--- src/rtl/pipeline_gstall_top.sv ---
// -----------------------------------------------------------------------------
// pipeline_gstall_top
//
// Valid/data pipeline feeding an output FIFO that drains to a shared resource
// through a req/grant handshake. One global stall freezes the whole pipeline
// (and tells upstream to hold) whenever the FIFO cannot take another word.
//
// Parameters
//   DATA_W     word width
//   STAGES     pipeline register stages (>= 1)
//   BUF_DEPTH  FIFO slots (>= 2, power of two)
//   STALL_REG  0: stall = full && !pop (combinational)
//              1: registered stall raised at BUF_DEPTH-1 entries (one-slot margin)
//   RES_LAT    cycles from a pop to the resource result being valid (>= 0)
//   CNT_W      width of the saturating stall-cycle counter
//
// Ports
//   clk              rising-edge clock
//   reset            asynchronous, active-low reset
//   inputs/in_valid  upstream word; upstream holds both while stall_signal=1
//   flush            synchronous clear of pipeline, FIFO, stall and out_valid tracking
//   arbiter_grant    grant for the current request
//   resource_output  result returned by the shared resource
//   outputs          resource_output passed straight through
//   out_valid        outputs valid this cycle (pop delayed by RES_LAT)
//   arbiter_req      request to the arbiter (FIFO not empty)
//   resource_input   FIFO head word
//   stall_signal     global stall to upstream and the pipeline
//   occupancy        FIFO entry count
//   stall_cycles     saturating count of cycles with stall_signal=1
// -----------------------------------------------------------------------------
module pipeline_gstall_top #(
    parameter int DATA_W    = 32,
    parameter int STAGES    = 3,
    parameter int BUF_DEPTH = 4,
    parameter int STALL_REG = 1,
    parameter int RES_LAT   = 1,
    parameter int CNT_W     = 16
) (
    input  logic                       clk,
    input  logic                       reset,
    input  logic [DATA_W-1:0]          inputs,
    input  logic                       in_valid,
    input  logic                       flush,
    input  logic                       arbiter_grant,
    input  logic [DATA_W-1:0]          resource_output,
    output logic [DATA_W-1:0]          outputs,
    output logic                       out_valid,
    output logic                       arbiter_req,
    output logic [DATA_W-1:0]          resource_input,
    output logic                       stall_signal,
    output logic [$clog2(BUF_DEPTH):0] occupancy,
    output logic [CNT_W-1:0]           stall_cycles
);

    localparam int PTR_W = $clog2(BUF_DEPTH);
    localparam int OCC_W = PTR_W + 1;

    localparam logic [OCC_W-1:0] FULL_OCC   = OCC_W'(BUF_DEPTH);
    localparam logic [OCC_W-1:0] MARGIN_OCC = OCC_W'(BUF_DEPTH - 1);
    localparam logic [CNT_W-1:0] CNT_MAX    = '1;

    // -------------------------------------------------------------------------
    // Handshake terms
    // -------------------------------------------------------------------------
    logic             accept;
    logic             push;
    logic             pop;
    logic [OCC_W-1:0] occ_q, occ_d;

    logic [STAGES-1:0] stg_valid_q, stg_valid_d;
    logic [DATA_W-1:0] stg_data_q [STAGES];

    assign accept      = in_valid && !stall_signal;
    assign push        = stg_valid_q[STAGES-1] && !stall_signal && !flush;
    // The request can only fall through a pop or a flush, so once raised it
    // stays up until granted and the head word cannot change underneath it.
    assign arbiter_req = (occ_q != '0) && !flush;
    assign pop         = arbiter_req && arbiter_grant && !flush;

    // -------------------------------------------------------------------------
    // Pipeline stages
    // -------------------------------------------------------------------------
    always_comb begin
        // NOTE: every always_comb output gets a default first so no path
        // leaves it unassigned, which would otherwise infer a latch.
        stg_valid_d = stg_valid_q;
        if (flush) begin
            stg_valid_d = '0;
        end else if (!stall_signal) begin
            stg_valid_d[0] = accept;
            for (int k = 1; k < STAGES; k++) begin
                stg_valid_d[k] = stg_valid_q[k-1];
            end
        end
    end

    always_ff @(posedge clk or negedge reset) begin
        // NOTE: state registers use non-blocking assignments so every flop
        // samples its inputs from before the edge, independent of block order.
        if (!reset) begin
            stg_valid_q <= '0;
        end else begin
            stg_valid_q <= stg_valid_d;
        end
    end

    // NOTE: data-path storage has no reset; each word is qualified by its
    // valid bit (or by the FIFO pointers), so its reset value is never seen.
    always_ff @(posedge clk) begin
        if (!stall_signal) begin
            stg_data_q[0] <= inputs;
            for (int k = 1; k < STAGES; k++) begin
                stg_data_q[k] <= stg_data_q[k-1];
            end
        end
    end

    // -------------------------------------------------------------------------
    // Output FIFO
    // -------------------------------------------------------------------------
    logic [DATA_W-1:0] fifo_mem [BUF_DEPTH];
    logic [PTR_W-1:0]  wr_ptr_q, wr_ptr_d;
    logic [PTR_W-1:0]  rd_ptr_q, rd_ptr_d;

    always_comb begin
        wr_ptr_d = wr_ptr_q;
        rd_ptr_d = rd_ptr_q;
        occ_d    = occ_q;
        if (flush) begin
            wr_ptr_d = '0;
            rd_ptr_d = '0;
            occ_d    = '0;
        end else begin
            // Power-of-two depth: pointers wrap by plain overflow.
            if (push) wr_ptr_d = wr_ptr_q + PTR_W'(1);
            if (pop)  rd_ptr_d = rd_ptr_q + PTR_W'(1);
            unique case ({push, pop})
                2'b10:   occ_d = occ_q + OCC_W'(1);
                2'b01:   occ_d = occ_q - OCC_W'(1);
                default: occ_d = occ_q;
            endcase
        end
    end

    always_ff @(posedge clk or negedge reset) begin
        if (!reset) begin
            wr_ptr_q <= '0;
            rd_ptr_q <= '0;
            occ_q    <= '0;
        end else begin
            wr_ptr_q <= wr_ptr_d;
            rd_ptr_q <= rd_ptr_d;
            occ_q    <= occ_d;
        end
    end

    always_ff @(posedge clk) begin
        if (push) begin
            fifo_mem[wr_ptr_q] <= stg_data_q[STAGES-1];
        end
    end

    assign resource_input = fifo_mem[rd_ptr_q];
    assign occupancy      = occ_q;

    // -------------------------------------------------------------------------
    // Global stall
    // -------------------------------------------------------------------------
    generate
        if (STALL_REG != 0) begin : g_stall_reg
            logic stall_q, stall_d;

            // Raised one slot early: while stall_q is low the FIFO holds at
            // most BUF_DEPTH-2 words at the previous edge, so the single push
            // that can slip through before the stall lands always fits.
            assign stall_d = !flush && (occ_d >= MARGIN_OCC);

            always_ff @(posedge clk or negedge reset) begin
                if (!reset) begin
                    stall_q <= 1'b0;
                end else begin
                    stall_q <= stall_d;
                end
            end

            assign stall_signal = stall_q;
        end else begin : g_stall_comb
            // A pop in the same cycle frees a slot, so a push can go in at full.
            assign stall_signal = (occ_q == FULL_OCC) && !pop;
        end
    endgenerate

    // -------------------------------------------------------------------------
    // Result-valid alignment to the resource latency
    // -------------------------------------------------------------------------
    generate
        if (RES_LAT == 0) begin : g_lat_none
            assign out_valid = pop;
        end else begin : g_lat_shift
            logic [RES_LAT-1:0] lat_q, lat_d;

            always_comb begin
                lat_d = '0;
                if (!flush) begin
                    lat_d[0] = pop;
                    for (int k = 1; k < RES_LAT; k++) begin
                        lat_d[k] = lat_q[k-1];
                    end
                end
            end

            always_ff @(posedge clk or negedge reset) begin
                if (!reset) begin
                    lat_q <= '0;
                end else begin
                    lat_q <= lat_d;
                end
            end

            assign out_valid = lat_q[RES_LAT-1];
        end
    endgenerate

    assign outputs = resource_output;

    // -------------------------------------------------------------------------
    // Stall statistics (not cleared by flush)
    // -------------------------------------------------------------------------
    logic [CNT_W-1:0] stall_cnt_q, stall_cnt_d;

    assign stall_cnt_d = (stall_signal && (stall_cnt_q != CNT_MAX))
                       ? stall_cnt_q + CNT_W'(1)
                       : stall_cnt_q;

    always_ff @(posedge clk or negedge reset) begin
        if (!reset) begin
            stall_cnt_q <= '0;
        end else begin
            stall_cnt_q <= stall_cnt_d;
        end
    end

    assign stall_cycles = stall_cnt_q;

endmodule

--- config.mk ---
export PLATFORM = sky130hd
export DESIGN_NAME = pipeline_gstall_top
export DESIGN_NICKNAME = d
export VERILOG_FILES = /design/src/rtl/pipeline_gstall_top.sv
export SDC_FILE = /design/constraint.sdc
export NUM_CORES = 1
export LEC_CHECK = 0
export CORE_ASPECT_RATIO = 0.5
export CORE_UTILIZATION = 47
export DETAILED_ROUTE_END_ITERATION = 8
export GPL_TIMING_DRIVEN = 0
export PLACE_DENSITY = 0.75
export SLEW_MARGIN = 10
export SYNTH_ARGS = -nofsm -noshare
export SYNTH_HDL_FRONTEND = slang
export SYNTH_SLANG_ARGS = --single-unit
--- constraint.sdc ---
create_clock -name clk -period 4.4 [get_ports clk]
set_input_delay 0.88 -clock clk [delete_from_list [all_inputs] [get_ports clk]]
set_output_delay 0.88 -clock clk [all_outputs]
set_load 0.05 [all_outputs]
==> qor.csv <==
metric;value;unit
Worst-path clk slew;70;ps
power per standard cell area;418;mW/mm²
Area Growth Syn to Fin;26.8;%
placed insts;811;
Tcrit/Tclk final;87.4;%
Initial Utilization;48.8;%
Final Hold Violating Endpoints;0;
crit path launch type;flop;
cts bufs inserted;22;
Worst Path Arrival;2970;ps
DP Wirelength;9720;µm
VDD IR max;0.276;mV
Tot GR Track Use;15.5;%
Die Y;100;µm
H-Tree Depth;1;
num rows;35;
most frequent CP cell;clkbuf_1;
Port Buffers;122;
top_reg_cell synth;edfxtp_1;
grt ovf;0;
residual DRC count;0;
worst-case headroom to the max-slew limit;50.5;%
Vias;4176;
Async S/R FF share, synth;11.1;%
drt wl/cell;17.6;µm
synth unique cells;31;
Final Instance Area;0.0116;mm²
nets@finish;652;
Final Setup Violations;0;
synthesized area;0.00912;mm²
Max FO, Critical Path;10;
slowest CP cell;clkdlybuf4s50_1;
EDFF count, synth;224;
top post-synthesis cells by area;edfxtp_1 (74%), mux4_2 (7.9%), dfrtp_1 (7.7%);
post-synth net total;499;
final worst path period need;3850;ps
WS Path Type;flop to output port;
CP bufs+invs;3;
initial antenna violation count;0;
vias in the first global route;4455;
fin util;61.8;%
layout cell share with drive strength beyond 1;20.1;%
initial detailed-routing violation count;178;
Worst EP required;3520;ps
status;finished clean;
First-pass DRT Iterations;4;
post-CTS setup buffer count;0;
post-synthesis register bit count;252;
Post-Route WL;15000;µm
max cap viols;0;
CTS tree;yes;
Seq/Total Area, Yosys;81.5;%
I/O pins;155;
Die X;199;µm
synthesized instance count;423;
top cells by count, synth;edfxtp_1 (224), buf_4 (33), mux4_2 (32);
clock sink total;252;
Worst Tran Pin Value;743;ps
Post-CTS Resized;0;
antenna viol nets, final;0;
hold crit path type;input port to async pin;
Max Clk Rate;260;MHz
largest area contributor in the netlist;edfxtp_1;
clk root buf;clkbuf_16;
leakage power;4.08;nW
Placer Congestion;0.728;
crit path capture type;output port;
worst skew pair latency;490;ps
RSZ-0062 raised after global routing;false;
clock buffer depth;3;
most common cell in the synthesized netlist;edfxtp_1;
die area;0.0200;mm²
Ys Warns;0;
cts hold-fix bufs;0;
area post-placement;0.0108;mm²
area fraction of the dominant cell type after synthesis;73.8;%
Avg Cell Area, Syn;21.6;µm²
vias per cell;4.91;
Final Max Tran Viols;0;
largest net degree at the start of global routing;30;
ant diodes;0;
Core ar.;0.0187;mm²
wire length of the first global-routing pass;23500;µm
worst-path cell chain;clkbuf_1 -> clkbuf_1 -> mux4_2 -> clkdlybuf4s50_1;
CP max stage delay;810;ps
Non-Filler Instances;850;
Clock Skew;4.90;ps
critical path's top delay family;buffers and inverters;
==> worst paths after layout <==
| kind | cells after the start | from | to | slack, ps |
|---|---|---|---|---|
| worst max-delay path | 4 | rd_ptr_q[1] | resource_input[27] | 550 |
| worst min-delay path | 1 | reset | stall_cycles[11] | 410 |
| worst max register to register | 12 | stall_signal | stall_signal | 1190 |
| worst min register to register | 0 | stg_data_q[0][2] | stg_data_q[0][34] | 420 |
| max in group asynchronous | 1 | reset | out_valid | 3580 |
| min in group clk | 0 | stg_data_q[0][2] | stg_data_q[0][34] | 420 |
==> report_power, final <==
| part | leakage (nW) | switching [mW] | internal (mW) |
|---|---|---|---|
| logic | 1.17 | 0.134 | 0.105 |
| registers | 2.56 | 0.0290 | 2.66 |
| clock network | 0.352 | 0.795 | 1.11 |
| total | 4.08 | 0.959 | 3.88 |
==> metal layers <==
metal  vias up  share of wire [%]  wire length (µm)  global-route usage [%]
met2       126                 48              7160                    25.6
met3        22                5.0               744                    2.88
met5         -                  0                 0                       0
met1      2092                 45              6750                    21.6
li1       1936                  -                 -                       -
met4         0                2.2               323                    4.20
==> placed cells by master (no fill, tap or decap), drive strengths merged, types with 3 or more instances in the layout <==
master	synthesis	routed
buf	37	45
clkdlybuf4s50	0	121
edfxtp	224	224
clkbuf	5	34
nor4	3	3
dfrtp	28	28
clkinv	0	7
mux2i	6	6
or2	3	3
xor2	9	9
xnor2	10	10
ha	6	6
inv	5	4
nand4	6	6
nor3	5	5
nand3	3	3
nor2	13	13
mux4	32	32
and2	6	6
nand2	12	12
==> sequential cells by signal, indices dropped and copies added, names as in the netlist <==
signal        flops
stg_data_q       96
rd_ptr_q          2
stall_signal      1
wr_ptr_q          2
occupancy         3
stall_cycles     16
fifo_mem        128
out_valid         1
stg_valid_q       3
==> metrics by stage <==
stage | power [mW] | hold slack, ps | TNS [ps] | setup slack [ps]
after floorplan | 2.88 | 400 | 0 | 452
after global placement | 2.98 | 401 | -14550 | -126
after detailed placement | 2.99 | 405 | 0 | 889
after CTS | 4.88 | 413 | 0 | 541
after global routing | 4.99 | 423 | 0 | 446
final | 4.83 | 409 | 0 | 555
==> cells by family (layout without fill, tap and decap cells) <==
logic type      count (synthesis)  count (layout)  synth area share (%)
flops                         252             252                  81.5
mux                            38              38                  8.56
xor+xnor                       19              19                  1.83
simple gates                   56              56                  3.22
fa+ha+maj                       7               7                  1.04
compound gates                  4               4                 0.535
buf+inv                        47             215                  3.35
==> cell type report <==
| class | instances | area, µm² |
|---|---|---|
| plain buffers | 42 | 287 |
| clock buffers | 29 | 618 |
| clock inverters | 10 | 103 |
| fillers | 1314 | 7130 |
| inverters | 5 | 22.5 |
| multi-input cells | 124 | 1390 |
| flip-flops and latches | 252 | 7430 |
| well taps | 259 | 324 |
| repair buffers | 129 | 1390 |
(Power assumes the default switching activity.)
==> edit (same settings) <==
Set the parameter `STALL_REG` to 0 (it was 1).
--- a/src/rtl/pipeline_gstall_top.sv
+++ b/src/rtl/pipeline_gstall_top.sv
@@ -33,7 +33,7 @@
     parameter int DATA_W    = 32,
     parameter int STAGES    = 3,
     parameter int BUF_DEPTH = 4,
-    parameter int STALL_REG = 1,
+    parameter int STALL_REG = 0,
     parameter int RES_LAT   = 1,
     parameter int CNT_W     = 16
 ) (
Function: changed (Yosys sat finds a counterexample within 10 cycles, from zero or initial values and one cycle with reset low).
==> edit against the original RTL <==
Combinational power is 50% higher; power is 3.0% higher; first-iteration DRC count is 60% higher; clock skew is 0.0069 ns higher; synthesized cell count is 4.3% higher; sequential cell count is 1 lower; synthesized area is 1.2% higher; cell area is 0.21% higher; worst setup slack worse by 0.39 ns; final cell count is 1.9% higher; wire length is 4.0% higher; sequential share of layout area is 0.35 points lower; critical path type is now in2out.
==> edit: results (changes against the original RTL) <==
register-to-register setup slack: 1.92 ns (+0.73 ns)
largest net degree at the start of global routing: 106 (+250%)
number of global-route vias before repair: 4564 (+2.4%)
DR iter-0 viols: 285 (+60%)
Peak VDD IR: 0.226 mV (-18%)
layout cell share with drive strength beyond 1: 19.8% (-0.37 points)
Commonest cells post-synth: edfxtp_1 (224), buf_4 (33), mux4_2 (32)
vias per std cell: 5.03 (+2.3%)
post-CTS sizing: 3 (+3)
Port Buf Inserts: 121 (-0.82%)
Arr. time, crit path: 3.36 ns (+0.39 ns)
total nets after synthesis: 516 (+3.4%)
CP max FO: 105 (+95)
# nets final: 666 (+2.1%)
total CTS buffers: 23 (+4.5%)
Slowest-stage cell, CP: clkdlybuf4s50_1
worst r2r dst: fifo_mem[3][15]
Synth async-reset ratio: 10.8% (-0.35 points)
Total GRT Usage: 15.8% (+0.27 points)
GPL Wtd Cong: 0.801 (+9.9%)
sw frac: 21.8% (+1.9 points)
Synth area leaders: edfxtp_1 (73%), mux4_2 (7.8%), dfrtp_1 (7.3%), buf_4 (2.7%), xor2_1 (1.4%)
status: finished, final reports clean
first-pass GRT wire length: 24500 um (+4.3%)
Routed WL: 15600 um (+4.0%)
DRT Pass-1 Iters: 7 (+3)
Final Hold Slack: 0.394 ns (-0.0146 ns)
HPWL after DPL: 9670 um (-0.55%)
worst r2r src: occupancy[1]
Pleak: 4.13 nW (+1.3%)
Post-DP Area: 0.0109 sq mm (+0.31%)
Worst Tran Pin Value: 0.701 ns (-0.0421 ns)
r2r worst-path depth: 5 (-7)
Cell variety after synth: 39 (+26%)
[edit: changes by cell type after synthesis, sizes merged, moves of 4 or more]
cell    unedited run  this run
nand2             12         7
nand2b             1         5
nand3              3         7
nor4               3         8
xnor2             10         3
xor2               9        15
[edit: area by class of cell]
class	count	area, sq um
Buffer	45	312
Timing Repair Buffer	125	1320
Clock buffer	28	614
Multi-Input combinational cell	141	1510
Inverter	4	15.0
Fill cell	1334	7200
Clock inverter	13	92.6
Sequential cell	251	7400
Tap cell	259	324
[edit: power groups by stage]
stage	combinational (W)	sequential, W	clock (W)
floorplan	0.000195	0.00282	0
global placement	0.000360	0.00279	0
detailed placement	0.000364	0.00279	0
CTS	0.000365	0.00274	0.00192
global route	0.000381	0.00275	0.00202
finish	0.000360	0.00274	0.00188
[edit: worst max-delay path by stage]
stage,start,to,slack [ns]
finish,flush,stall_signal,0.16
global route,flush,stall_signal,0.03
CTS,flush,stall_signal,0.12
detailed placement,flush,stall_signal,-0.15
global placement,flush,stall_signal,-0.41
floorplan,arbiter_grant,stall_signal,0.87
[edit: kinds of logic after synthesis]
kind of cell | after synthesis | share of synthesized area (%)
simple gates | 69 | 4.35
mux | 40 | 8.75
flops | 251 | 80.2
xor+xnor | 18 | 1.71
fa+ha+maj | 6 | 0.895
compound gates | 8 | 0.638
buf+inv | 49 | 3.40
[edit: critical path, delay by kind of cell]
family,cells,cell delay (ns)
buffers and inverters,4,1.84
and+or+nand+nor,2,0.64
[edit: metal layers]
metal	routed length, um	global-route usage [%]
met3	850	4.01
met4	240	3.96
met1	7040	21.3
met2	7450	26.0
met5	0	0
[edit: stage by stage]
step	cells	setup WS (ns)
6_report	866	0.161
3_3_place_gp	821	-0.408
3_5_place_dp	825	-0.146
4_1_cts	866	0.119
5_1_grt	866	0.0265
2_1_floorplan	441	0.871
